==> config.mk <==
export PLATFORM = sky130hd
export DESIGN_NAME = fetch_unit
export DESIGN_NICKNAME = d
export VERILOG_FILES = /design/src/rtl/fetch_unit.sv
export SDC_FILE = /design/constraint.sdc
export NUM_CORES = 1
export LEC_CHECK = 0
export CAP_MARGIN = 40
export CORE_ASPECT_RATIO = 0.7
export CORE_MARGIN = 2
export CORE_UTILIZATION = 37
export DETAILED_ROUTE_END_ITERATION = 16
export PLACE_DENSITY = 0.87
export SLEW_MARGIN = 10
export SYNTH_ARGS = -nofsm -noshare
export SYNTH_HDL_FRONTEND = slang
export SYNTH_SLANG_ARGS = --single-unit
==> constraint.sdc <==
create_clock -name clk -period 4.3 [get_ports clk]
set_input_delay 0.86 -clock clk [delete_from_list [all_inputs] [get_ports clk]]
set_output_delay 0.86 -clock clk [all_outputs]
set_load 0.01 [all_outputs]
==> src/rtl/fetch_unit.sv <==
// fetch_unit: instruction fetch stage and producer side of the instruction queue.
// Holds the fetch PC, issues one-word reads with at most one request outstanding,
// pushes each returned word into enqueue lane 0, and squashes the in-flight
// response when the back end redirects the fetch stream.

package fetch_pkg;

    // One instruction-queue entry as produced by the fetch stage.
    typedef struct packed {
        logic [31:0] pc;
        logic [31:0] inst;
    } iq_entry_t;

endpackage : fetch_pkg

module fetch_unit #(
    parameter int          NSIZE      = 1,
    parameter int          DEPTH_BITS = 8,
    parameter logic [31:0] RESET_PC   = 32'h1eceb000
) (
    input  logic                                clk,
    input  logic                                rst,

    output logic [31:0]                         imem_addr,
    output logic [3:0]                          imem_rmask,
    input  logic [31:0]                         imem_rdata,
    input  logic                                imem_resp,

    input  logic [DEPTH_BITS:0]                 iq_freespace,
    output fetch_pkg::iq_entry_t [NSIZE-1:0]    iq_din,
    output logic [NSIZE-1:0]                    iq_enqueue,

    input  logic                                redirect_valid,
    input  logic [31:0]                         redirect_pc
);

    localparam int FW = DEPTH_BITS + 1;

    // IDLE: nothing outstanding. WAIT: a live request is outstanding.
    // DROP: the outstanding request belongs to a squashed path.
    typedef enum logic [1:0] {
        S_IDLE = 2'd0,
        S_WAIT = 2'd1,
        S_DROP = 2'd2
    } state_t;

    state_t      state, state_next;
    logic [31:0] pc, pc_next;
    logic [31:0] req_pc, req_pc_next;

    logic        enq_now;
    logic        can_issue;
    logic        issue;
    logic [FW-1:0] need;
    logic [31:0] redirect_aligned;

    // Redirect targets are always word aligned; the low two bits are dropped.
    assign redirect_aligned = redirect_pc & 32'hffff_fffc;

    // A live response is pushed unless a redirect squashes it in the same cycle.
    assign enq_now = !rst && imem_resp && (state == S_WAIT) && !redirect_valid;

    // Reserve one slot for the new request on top of the slot consumed this cycle,
    // so the eventual push of the new request can never overflow the queue.
    assign need      = FW'(1) + FW'(enq_now);
    assign can_issue = (iq_freespace >= need);

    // State, fetch PC and outstanding-request PC registers.
    always_ff @(posedge clk) begin
        // NOTE: sequential state uses non-blocking assignments so every register
        // samples the pre-edge values computed by the combinational block.
        if (rst) begin
            state  <= S_IDLE;
            pc     <= RESET_PC;
            req_pc <= '0;
        end else begin
            state  <= state_next;
            pc     <= pc_next;
            req_pc <= req_pc_next;
        end
    end

    // Next-state decode: redirect first, then response handling, then issue.
    always_comb begin
        // NOTE: every variable gets a default before the case so no path leaves
        // one unassigned, which would otherwise infer a latch.
        state_next  = state;
        pc_next     = pc;
        req_pc_next = req_pc;
        issue       = 1'b0;

        case (state)
            S_IDLE: begin
                // A response arriving here has no owner and is ignored.
                if (redirect_valid) begin
                    pc_next = redirect_aligned;
                end else if (can_issue) begin
                    issue      = 1'b1;
                    state_next = S_WAIT;
                end
            end

            S_WAIT: begin
                if (redirect_valid) begin
                    pc_next    = redirect_aligned;
                    state_next = imem_resp ? S_IDLE : S_DROP;
                end else if (imem_resp) begin
                    // The response is pushed (enq_now); chain the next request
                    // into the same cycle when space allows.
                    if (can_issue) begin
                        issue      = 1'b1;
                        state_next = S_WAIT;
                    end else begin
                        state_next = S_IDLE;
                    end
                end
            end

            S_DROP: begin
                if (redirect_valid) begin
                    pc_next    = redirect_aligned;
                    state_next = imem_resp ? S_IDLE : S_DROP;
                end else if (imem_resp) begin
                    // Stale response retires the old request without a push.
                    if (can_issue) begin
                        issue      = 1'b1;
                        state_next = S_WAIT;
                    end else begin
                        state_next = S_IDLE;
                    end
                end
            end

            default: begin
                state_next = S_IDLE;
            end
        endcase

        // Reset suppresses any issue so outputs stay quiet while rst is high.
        if (rst) begin
            issue = 1'b0;
        end

        if (issue) begin
            req_pc_next = pc;
            pc_next     = pc + 32'd4;
        end
    end

    // Memory request and queue push outputs.
    always_comb begin
        imem_addr  = pc;
        imem_rmask = issue ? 4'hf : 4'h0;

        iq_din     = '0;
        iq_enqueue = '0;
        iq_enqueue[0] = enq_now;
        if (enq_now) begin
            iq_din[0].pc   = req_pc;
            iq_din[0].inst = imem_rdata;
        end
    end

endmodule : fetch_unit

==> qor.txt <==
status: finished, final reports clean
Final Max Tran Viols: 0
clk slew on worst S/H paths: 0.05 ns
post-synthesis register bit count: 62
final core occ: 61.25%
vias in the first global route: 3,767
Worst Path Max Fanout: 6
most frequent cells in the layout: clkdlybuf4s50_1 (167), nand2_1 (77), and2_1 (66)
row count: 29
first-pass GRT wire length: 19,220 um
power density cells: 291.9 nW/um2
Critical Path RT: 3.44 ns
RD Place Congestion: 0.8234
synth warn: 0
cell taking the most area after synthesis: dfxtp_1
GRT Overall Usage: 23.22%
share of post-route cells with drive strength above 1: 7.878%
FFs w/ async S/R, synth: 0%
Initial DRC Count: 364
core area: 9180 um2
clock tree sinks: 62
Die Span Y: 85.99 um
initial antenna violation count: 0
largest net degree at the start of global routing: 64
crit path DAT: 3.30 ns
Syn Area/Cell: 7.742 um2
crit end category: output pin
Syn Inst Count: 459
Post-CTS Hold Fix Bufs: 0
Hold Vio Cnt, Final: 0
vias: 4,083
Slew HR: 33.23%
vias per cell: 5.473
io pins: 178
CTS tree: built
Diodes inserted: 0
fin crit share: 96.78%
Slew @ Worst Pin: 0.9924 ns
area grow syn2layout: 58.24%
Die Footprint: 10,420 um2
cells on worst reg2reg path: 13
final setup vio count: 0
Area contributors post-synth: dfxtp_1 (35%), and2_1 (12%), nand2_1 (8.1%)
drt pass-1 iters: 5
Remaining DRCs: 0
post-DP HPWL: 9222 um
setup bufs post-CTS: 0
post-synthesis sequential area ratio: 34.93%
GR Overflow Total: 0
antenna viol nets, final: 0
hold-critical path depth: 2
minimum clock period: 4.162 ns
startpoint type of the worst setup path: input port
area share of the largest cell type after synthesis: 34.93%
root buffer cell: clkbuf_16
H-tree lvl count: 3
Starting Density: 38.71%
Fin Hold WS: 0.4524 ns
maximum capacitance violations: 0
Lkg Pwr: 0.002127 uW
Clock Latency Late Sink: 0.32 ns
routed wire length: 12,530 um
Worst Skew: 0.004368 ns
Post-Syn Area: 3553 um2
most common cell after layout, fill and taps aside: clkdlybuf4s50_1
Main synth FF type: dfxtp_1
FF-to-FF setup slack: 1.23 ns
largest buffer count on any clock path: 2
Netlist cell types: 56
die width: 121.1 um
CP Class: in2out
setup repair after global routing missed its margin: no
Hold Crit Class: reg2reg
cts bufs inserted: 9
post-cts resize count: 4
fin nets: 701
peak supply drop: 0.2220 mV
detailed-route wire length per cell: 16.80 um
f_max: 240.3 MHz
EDFF count, synth: 0
Buffers on Ports: 171
## routing by layer
metal	up-vias	part of all wire, %	track usage, %
li1	1928	-	-
met3	26	9.9	6.117
met2	240	49	40.91
met4	0	1.0	4.911
met5	-	0	0
met1	1889	40	28.68
## cell type report
| cell class | instances | area (um2) |
|---|---|---|
| clock buffers | 11 | 242.7 |
| clock inverters | 4 | 47.55 |
| fillers | 745 | 3557 |
| inverters | 11 | 41.29 |
| multi-input cells | 352 | 2106 |
| flip-flops and latches | 62 | 1241 |
| well taps | 124 | 155.1 |
| repair buffers | 182 | 1789 |
## per-stage QoR
step | std cells | worst slack, ns | total power (uW) | TNS [ns] | area (um2)
after floorplan | 462 | 0.1191 | 788.5 | 0 | 3570
after global placement | 731 | 0.007530 | 935.3 | 0 | 5338
after detailed placement | 731 | -0.05747 | 945.7 | -0.2146 | 5338
after CTS | 746 | 0.1402 | 1645 | 0 | 5623
after global routing | 746 | 0.02557 | 1705 | 0 | 5623
final | 746 | 0.1383 | 1641 | 0 | 5623
## Yosys cell counts (9+ instances only)
| cell | instances |
|---|---|
| nand3_1 | 9 |
| nand4_1 | 12 |
| inv_1 | 10 |
| nor3_1 | 12 |
| and2_1 | 66 |
| dfxtp_1 | 62 |
| o21ai_0 | 39 |
| and3_1 | 9 |
| clkbuf_1 | 22 |
| a21oi_1 | 10 |
| nor2_1 | 19 |
| nand2_1 | 77 |
## power breakdown
part / total (uW) / leakage [uW] / internal (uW) / switching (uW)
Sequential: 662 / 0.000512 / 616 / 45.1
Clock: 704 / 0.000141 / 458 / 245
Combinational: 276 / 0.00147 / 151 / 125
Total: 1640 / 0.00213 / 1230 / 416
## cells by family (layout without fill, tap and decap cells)
family / after synthesis / count (layout) / synth area share, %
multiplexers: 4 / 4 / 1.232
buffers and inverters: 48 / 208 / 6.514
other: 1 / 4 / 0.1055
AO/OA/AOI/OAI: 102 / 102 / 18.49
adder cells (fa/ha/maj): 6 / 6 / 2.113
AND/OR/NAND/NOR: 236 / 236 / 36.62
flip-flops: 62 / 62 / 34.93
## path summary, 6_finish.rpt
check                                                 end               startpoint
worst max-delay path                        imem_rmask[1]                imem_resp
worst min-delay path              req_pc[23]$_SDFFE_PP0N_  req_pc[23]$_SDFFE_PP0N_
worst max register to register  imem_addr[4]$_SDFFE_PP0P_    state[1]$_SDFFE_PP0P_
worst min register to register    req_pc[23]$_SDFFE_PP0N_  req_pc[23]$_SDFFE_PP0N_
## worst max-delay path: stages
cell             delay (ns)
clkdlybuf4s50_1        0.48
nand2_1                0.08
nor3_4                 0.16
inv_1                  0.10
ha_1                   0.20
or4_4                  0.55
a211o_1                0.32
nand2_1                0.10
inv_1                  0.13
dlygate4sd2_1          0.32
## flip-flops by register name, indices dropped and copies added (netlist names)
signal	count
imem_addr	30
req_pc	30
state	2
(Power assumes the default switching activity.)
